`src/rtl/scan_guard_pkg.sv`:
```
// scan_guard_pkg: shared state type and LFSR constants for the multi-chain scan guard
package scan_guard_pkg;
  typedef enum logic [1:0] {SG_LOCKED, SG_UNLOCKED, SG_LOCKOUT} sg_state_t;
  localparam int LFSR_W = 16;
  localparam logic [LFSR_W-1:0] LFSR_TAPS = 16'hB400;
  function automatic logic [LFSR_W-1:0] lfsr_next(input logic [LFSR_W-1:0] s);
    return {s[LFSR_W-2:0], ^(s & LFSR_TAPS)};
  endfunction
endpackage

```
`src/rtl/scan_guard_mc_lfsr.sv`:
```
// sg_lfsr16: 16-bit Fibonacci garbage LFSR that advances only when enabled
module sg_lfsr16
  import scan_guard_pkg::*;
#(
  parameter logic [LFSR_W-1:0] SEED = 16'hACE1
) (
  input  logic              clk,
  input  logic              rst,
  input  logic              en,
  output logic [LFSR_W-1:0] state
);
  logic [LFSR_W-1:0] state_q, state_d;
  always_comb state_d = en ? lfsr_next(state_q) : state_q;
  always_ff @(posedge clk) state_q <= rst ? SEED : state_d;
  assign state = state_q;
endmodule

```
`src/rtl/scan_guard_mc.sv`:
```
// scan_guard_mc: multi-word key authentication gating NUM_CHAINS scan-out lanes
module scan_guard_mc
  import scan_guard_pkg::*;
#(
  parameter int               NUM_CHAINS = 4,
  parameter int               KEY_WIDTH  = 32,
  parameter int               KEY_WORDS  = 8,
  parameter int               MAX_FAIL   = 3,
  parameter int               OBFUSCATE  = 1,
  parameter logic [LFSR_W-1:0] LFSR_SEED = 16'hACE1
) (
  input  logic                            clk,
  input  logic                            rst,
  input  logic [KEY_WORDS*KEY_WIDTH-1:0]  golden_key,
  input  logic [KEY_WIDTH-1:0]            scan_key,
  input  logic                            scan_key_valid,
  input  logic                            relock,
  input  logic                            scan_enable,
  input  logic [NUM_CHAINS-1:0]           scan_in,
  output logic [NUM_CHAINS-1:0]           scan_out,
  output logic                            scan_unlock,
  output logic                            locked_out,
  output logic [$clog2(MAX_FAIL+1)-1:0]   fail_count,
  output logic                            key_busy
);
  localparam int IW = KEY_WORDS > 1 ? $clog2(KEY_WORDS) : 1;
  localparam int FW = $clog2(MAX_FAIL+1);
  sg_state_t state_q, state_d;
  logic [IW-1:0] idx_q, idx_d;
  logic flag_q, flag_d;
  logic [FW-1:0] fail_q, fail_d, fail_inc;
  logic [NUM_CHAINS-1:0] scan_out_q, scan_out_d;
  logic [LFSR_W-1:0] lfsr;
  logic [KEY_WIDTH-1:0] gw [KEY_WORDS];
  logic last, miss;
  for (genvar k = 0; k < KEY_WORDS; k++) begin : g_words
    assign gw[k] = golden_key[k*KEY_WIDTH +: KEY_WIDTH];
  end
  assign last = idx_q == IW'(KEY_WORDS-1);
  assign miss = flag_q | (scan_key != gw[idx_q]);
  assign fail_inc = fail_q + FW'(1);
  sg_lfsr16 #(.SEED(LFSR_SEED)) u_lfsr (
    .clk  (clk),
    .rst  (rst),
    .en   (scan_enable && state_q != SG_UNLOCKED),
    .state(lfsr)
  );
  always_comb begin
    state_d = state_q;
    idx_d = idx_q;
    flag_d = flag_q;
    fail_d = fail_q;
    case (state_q)
      SG_LOCKED:
        if (relock) begin
          idx_d = '0;
          flag_d = 1'b0;
        end else if (scan_key_valid) begin
          idx_d = last ? '0 : idx_q + IW'(1);
          flag_d = last ? 1'b0 : miss;
          if (last) begin
            fail_d = miss ? fail_inc : '0;
            state_d = !miss ? SG_UNLOCKED : fail_inc == FW'(MAX_FAIL) ? SG_LOCKOUT : SG_LOCKED;
          end
        end
      SG_UNLOCKED:
        if (relock) begin
          state_d = SG_LOCKED;
          idx_d = '0;
          flag_d = 1'b0;
        end
      default: ;
    endcase
  end
  always_comb
    scan_out_d = !scan_enable ? scan_out_q :
                 state_q == SG_UNLOCKED ? scan_in :
                 OBFUSCATE != 0 ? NUM_CHAINS'(lfsr) : '0;
  always_ff @(posedge clk) begin
    if (rst) begin
      state_q <= SG_LOCKED;
      idx_q <= '0;
      flag_q <= 1'b0;
      fail_q <= '0;
      scan_out_q <= '0;
    end else begin
      state_q <= state_d;
      idx_q <= idx_d;
      flag_q <= flag_d;
      fail_q <= fail_d;
      scan_out_q <= scan_out_d;
    end
  end
  assign scan_out = scan_out_q;
  assign scan_unlock = state_q == SG_UNLOCKED;
  assign locked_out = state_q == SG_LOCKOUT;
  assign fail_count = fail_q;
  assign key_busy = idx_q != '0;
endmodule

```
`config.mk`:
```
export PLATFORM = sky130hd
export DESIGN_NAME = scan_guard_mc
export DESIGN_NICKNAME = d
export VERILOG_FILES = /design/src/rtl/scan_guard_pkg.sv /design/src/rtl/scan_guard_mc_lfsr.sv /design/src/rtl/scan_guard_mc.sv
export SDC_FILE = /design/constraint.sdc
export NUM_CORES = 1
export LEC_CHECK = 0
export CAP_MARGIN = 20
export CORE_AREA = 2 2 118 120
export DETAILED_ROUTE_END_ITERATION = 10
export DIE_AREA = 0 0 120 122
export PLACE_DENSITY = 0.7
export SYNTH_ARGS = -nofsm -noshare
export SYNTH_HDL_FRONTEND = slang
export SYNTH_SLANG_ARGS = --single-unit
```
`constraint.sdc`:
```
create_clock -name clk -period 5 [get_ports clk]
set_input_delay 1 -clock clk [delete_from_list [all_inputs] [get_ports clk]]
set_output_delay 1 -clock clk [all_outputs]
set_load 0.01 [all_outputs]
```
======== Word level (Yosys, flattened, before mapping) ========
Index checks and enable logic that the tools add are counted.
cells by class
  add/sub/neg operators ................... 2
  bitwise operators ....................... 3
  equality and inequality tests ........... 11
  reductions and logical operators ........ 8
  muxes and demuxes ....................... 22
  magnitude comparators ................... 1
operators with widths
  cell                 count
  $bmux 32 s3          1
  $mux 32              2
  $ne 32x32->1         1
  $reduce_xor 16->1    1
  $mux 2               7
  $mux 3               4
  $ne 2x2->1 const B   4
  $pmux 3 s2           1
  $reduce_and 5->1     1
  $eq 2x2->1 const B   2
  $ge 4x4->1 const B   1
  $mux 1               4
  $mux 4               1
  $not 3->4            1
  $pmux 2 s2           1
  $reduce_and 4->1     1
  $add 3x1->3 const B  1
  $eq 3x3->1 const B   1
  $ne 3x3->1 const B   1
  $reduce_and 3->1     1
  $reduce_bool 3->1    1
  $add 2x1->2 const B  1
  $eq 2x1->1 const B   1
  $logic_not 2->1      1
  other kinds (6)      6
word-level totals
  output and inout bits ................... 9
  bits in registers ....................... 28

======== Logic depth before layout (Yosys ltp) ========
  depth in word-level cells ............... 11
  mapped depth ............................ 10

======== Modules after synthesis ========
From an unflattened synthesis, not the netlist that was laid out.
second synthesis, totals
  cells, all modules ...................... 323
  area, all modules ....................... 3565.9 µm²
modules (own cells, without submodules)
  module         area an instance (µm²)  times used  cells an instance  seq. area each (µm²)
  scan_guard_mc  2946.6                  1           268                240.2
  sg_lfsr16      619.3                   1           55                 320.3

======== Least setup slack after synthesis ========
OpenSTA, ideal clock, no wires.
  path type ............................... input to register
  from .................................... input golden_key[40]
  to ...................................... register fail_q[0] (netlist: fail_count[0])
  slack ................................... 2.252 ns
  required time ........................... 4.871 ns
  arrival ................................. 2.619 ns
  stages .................................. 7
  cells stage by stage .................... mux4_1 > mux2i_1 > xor2_1 > and3b_1 > or4b_1 > o21ai_0 > nand3_1
between the ends
  word-level cells in the longest chain between the ends .. 6
ends and longest elaborated chain
  element                                      RTL line             source
  from (decl)                                  scan_guard_mc.sv:14  input logic [KEY_WORDS*KEY_WIDTH-1:0] golden_key,
  $bmux 32 s3                                  scan_guard_mc.sv:40  assign miss = flag_q | (scan_key != gw[idx_q]);
  $mux 32 (not written as such) (2 in series)  scan_guard_mc.sv:40
  $ne 32x32->1                                 scan_guard_mc.sv:40
  $or 1x1->1                                   scan_guard_mc.sv:40
  $mux 2                                       scan_guard_mc.sv:62  fail_d = miss ? fail_inc : '0;
  to (signal assigned)                         scan_guard_mc.sv:90  fail_q <= fail_d;
  to (decl)                                    scan_guard_mc.sv:31  logic [FW-1:0] fail_q, fail_d, fail_inc;
No other way between the ends. The select of a mux whose other input is x is not followed.
A chain may end at the register's enable or synchronous reset.

======== Worst setup path after layout ========
  from .................................... register idx_q[0]
  to ...................................... register fail_q[1] (netlist: fail_count[1])
between the ends
  word-level cells in the longest chain between the ends .. 7
  elaborated cells between the ends (all ways) .. 9
ends and longest elaborated chain
  element                                      RTL line             source
  from (decl)                                  scan_guard_mc.sv:29  logic [IW-1:0] idx_q, idx_d;
  from (signal assigned)                       scan_guard_mc.sv:88  idx_q <= idx_d;
  $not 3->4 (not written as such)              scan_guard_mc.sv:40
  $bmux 32 s3                                  scan_guard_mc.sv:40
  $mux 32 (not written as such) (2 in series)  scan_guard_mc.sv:40
  $ne 32x32->1                                 scan_guard_mc.sv:40
  $or 1x1->1                                   scan_guard_mc.sv:40
  $mux 2                                       scan_guard_mc.sv:62
Parallel ways exist; a longest one is shown, timed or not. The select of a mux whose other input is x is not followed.

==> run summary <==
=================================================================================
Top cells by area, synth                                             sky130_fd_sc_hd__mux4_2 (21%), sky130_fd_sc_hd__mux2i_1 (17%), sky130_fd_sc_hd__dfxtp_1 (15%)
Final number of hold-violating endpoints                                        0
Number of nets in the finished design                                         958
Data required time of the critical path                                   5.13 ns
Total power divided by cell area                                       129 mW/mm²
Cell type with the largest total area after synthesis                sky130_fd_sc_hd__mux4_2
Vias in the first global route                                              4,643
Worst Setup Slack, final                                                  1.75 ns
Final global-route overflow total                                               0
CTS root buffer                                                      sky130_fd_sc_hd__clkbuf_16
Syn. warnings                                                                   0
Final Core Density                                                          0.509
Synthesized net count                                                         672
Switching power as a share of total power                                   0.249
Clk slew on worst S/H paths                                               0.07 ns
Seq/Total Area, Yosys                                                       0.154
Largest fanout of any net on the critical path                                 28
Area after DPL                                                        0.00678 mm²
Run status                                                           complete, no violations
Data arrival time of the critical path                                    3.39 ns
I/O pin count                                                                 306
Type of the tightest min-delay check                                      reg2reg
GP Congestion                                                               0.876
Number of H-tree levels                                                         1
Detailed-placement wirelength estimate                                    14.6 mm
Max Fclk                                                                  307 MHz
Final sum of negative setup slack                                            0 ns
Share of total power in the clock network                                   0.205
Maximum Capacitance Violations                                                  0
Worst Tran Pin Value                                                      1.01 ns
Final hold slack                                                         0.457 ns
Routed WL per cell                                                        20.4 µm
Number of buffers created by CTS                                                3
Kind of end point of the critical path                                   register
Final worst clock skew                                                 0.00385 ns
Slowest stage delay, CP                                                   0.87 ns
Antenna violations before repair                                                4
Fraction of synthesis flops using an asynchronous set or reset pin              0
Cell family with the largest share of critical-path delay              flip-flops
Top cells by count, synth                                            sky130_fd_sc_hd__mux2i_1 (62), sky130_fd_sc_hd__nand2_1 (40), sky130_fd_sc_hd__mux4_2 (34)
Number of storage elements in the synthesis netlist                            28
Distinct cells, synth                                                          52
Tot GR Track Use                                                            0.229
Static leakage                                                            2.44 nW
Die Span X                                                                 120 µm
Floorplan row count                                                            43
Crit path time final                                                      3.25 ns
R2r setup slk                                                             1.75 ns
Buffer and inverter count on the worst path                                     1
Number of instances in the synthesized netlist                                371
Detailed Routing Iterations Pass 1                                              4
Switching component of the power                                       0.000221 W
Count of endpoints failing setup in the final report                            0
Largest vdd supply drop                                                0.000110 V
Cell with the largest stage delay on the worst path                  sky130_fd_sc_hd__dfxtp_2
Post-Route WL                                                             17.2 mm
Total number of vias                                                        4,254
Layout cell share with drive strength beyond 1                             0.0915
Vertical die dimension                                                     122 µm
Post-route clock period utilization                                         0.651
Crit path kind                                                            reg2reg
Total standard cell area after synthesis                              0.00364 mm²
ANT nets after route                                                            0
Starting density of the core                                                0.269
Buffers inserted during post-CTS setup optimization                             0
Number of pins exceeding their max-slew limit in the final report               0
Synthesis-to-finish area growth                                             88.9%
Hold-fix buffer count after cts                                                 0
Number of port buffers                                                        305
TritonCTS clock tree                                                        built
Clock sink count                                                               28
Wire length of the first global-routing pass                              25.6 mm
Worst slack at placement                                                  1.59 ns
Area of all placed cells without fillers                              0.00687 mm²
Post-CTS Resized                                                                0
Pin count of the biggest net entering global routing                           51
Comb power frac                                                             0.508
Buffer levels on the longest clock path                                         2
Most numerous cell in the Yosys netlist                              sky130_fd_sc_hd__mux2i_1
Share of total power in sequential cells                                    0.287
Worst-case headroom to the max-slew limit                                   0.326
Drt via density                                                              5.05
Die Outline Area                                                       0.0146 mm²
Number of synthesized flops with an enable pin                                  0
Setup crit start kind                                                    register
Core ar.                                                               0.0135 mm²
Setup repair after global routing missed its margin                         false
Syn Area/Cell                                                            9.81 µm²
Worst skew pair latency                                                   0.26 ns
Fraction of synthesized cell area taken by the top area cell type           0.210
Cell Chain, Critical Path                                            buf_4 -> mux4_2 -> mux2i_1 -> xnor2_1 -> nor4_2 -> nand2_1 -> o31ai_1 -> nand3_1
Internal power summed over all cells                                   0.000666 W
Total DRC errors in the routed layout                                           0
Top_reg_cell synth                                                   sky130_fd_sc_hd__dfxtp_1
DRT iter0 DRCs                                                                254
=================================================================================
[power groups by stage]
stage | logic, W | registers (W) | clock network, W
6_report | 0.000451 | 0.000254 | 0.000182
5_1_grt | 0.000483 | 0.000257 | 0.000197
4_1_cts | 0.000453 | 0.000255 | 0.000188
3_5_place_dp | 0.000450 | 0.000260 | 0
3_3_place_gp | 0.000443 | 0.000259 | 0
2_1_floorplan | 0.000194 | 0.000247 | 0
[cells in the final DEF (no fill, tap or decap), types with 8 or more instances in the layout]
cell type	n
sky130_fd_sc_hd__xnor2_1	18
sky130_fd_sc_hd__mux2_2	12
sky130_fd_sc_hd__mux2i_1	62
sky130_fd_sc_hd__xor2_1	8
sky130_fd_sc_hd__a21oi_1	17
sky130_fd_sc_hd__nand3b_1	10
sky130_fd_sc_hd__nand2_1	40
sky130_fd_sc_hd__nor2_1	13
sky130_fd_sc_hd__a22oi_1	17
sky130_fd_sc_hd__dfxtp_1	26
sky130_fd_sc_hd__clkdlybuf4s50_1	305
sky130_fd_sc_hd__mux4_2	34
[logic make-up after synthesis]
kind of cell,share of synthesized area
buffers and inverters,0.0530
multiplexers,0.447
AND/OR/NAND/NOR,0.145
adder cells (fa/ha/maj),0.0138
flip-flops,0.154
XOR/XNOR,0.0626
AO/OA/AOI/OAI,0.124
[per-layer routing]
layer | track usage | wire length [µm]
met1 | 0.293 | 7190
met2 | 0.385 | 7960
met3 | 0.0581 | 1540
met4 | 0.0581 | 471
met5 | 0 | 20
[stage by stage]
stage | power [W] | cells
CTS | 0.000896 | 836
floorplan | 0.000442 | 371
global placement | 0.000702 | 832
global route | 0.000937 | 836
detailed placement | 0.000710 | 832
finish | 0.000887 | 842
[path summary, 6_finish.rpt]
path                                    endpoint  cells after the start        startpoint
worst min register to register  u_lfsr.state[14]                      2  u_lfsr.state[14]
worst min-delay path            u_lfsr.state[14]                      2  u_lfsr.state[14]
worst max-delay path               fail_count[1]                      8          idx_q[0]
worst max register to register     fail_count[1]                      8          idx_q[0]
[worst reg2reg max path: stages, from the launching register on]
cell	delay (ns)
sky130_fd_sc_hd__dfxtp_2	0.87
sky130_fd_sc_hd__buf_4	0.49
sky130_fd_sc_hd__mux4_2	0.57
sky130_fd_sc_hd__mux2i_1	0.18
sky130_fd_sc_hd__xnor2_1	0.10
sky130_fd_sc_hd__nor4_2	0.30
sky130_fd_sc_hd__nand2_1	0.21
sky130_fd_sc_hd__o31ai_1	0.29
sky130_fd_sc_hd__nand3_1	0.11
[sequential cells by signal (all words and copies together) (netlist names)]
| signal | count |
|---|---|
| flag_q | 1 |
| idx_q | 3 |
| state_q | 2 |
| fail_count | 2 |
| scan_out | 4 |
| u_lfsr.state | 16 |
[cell type report]
type	count	area, µm²
fillers	1244	6630
flip-flops and latches	28	566
well taps	180	225
clock buffers	4	78.8
inverters	5	18.8
repair buffers	309	3080
diodes	6	15.0
multi-input cells	310	2890
Power figures use the tool's default switching activity.
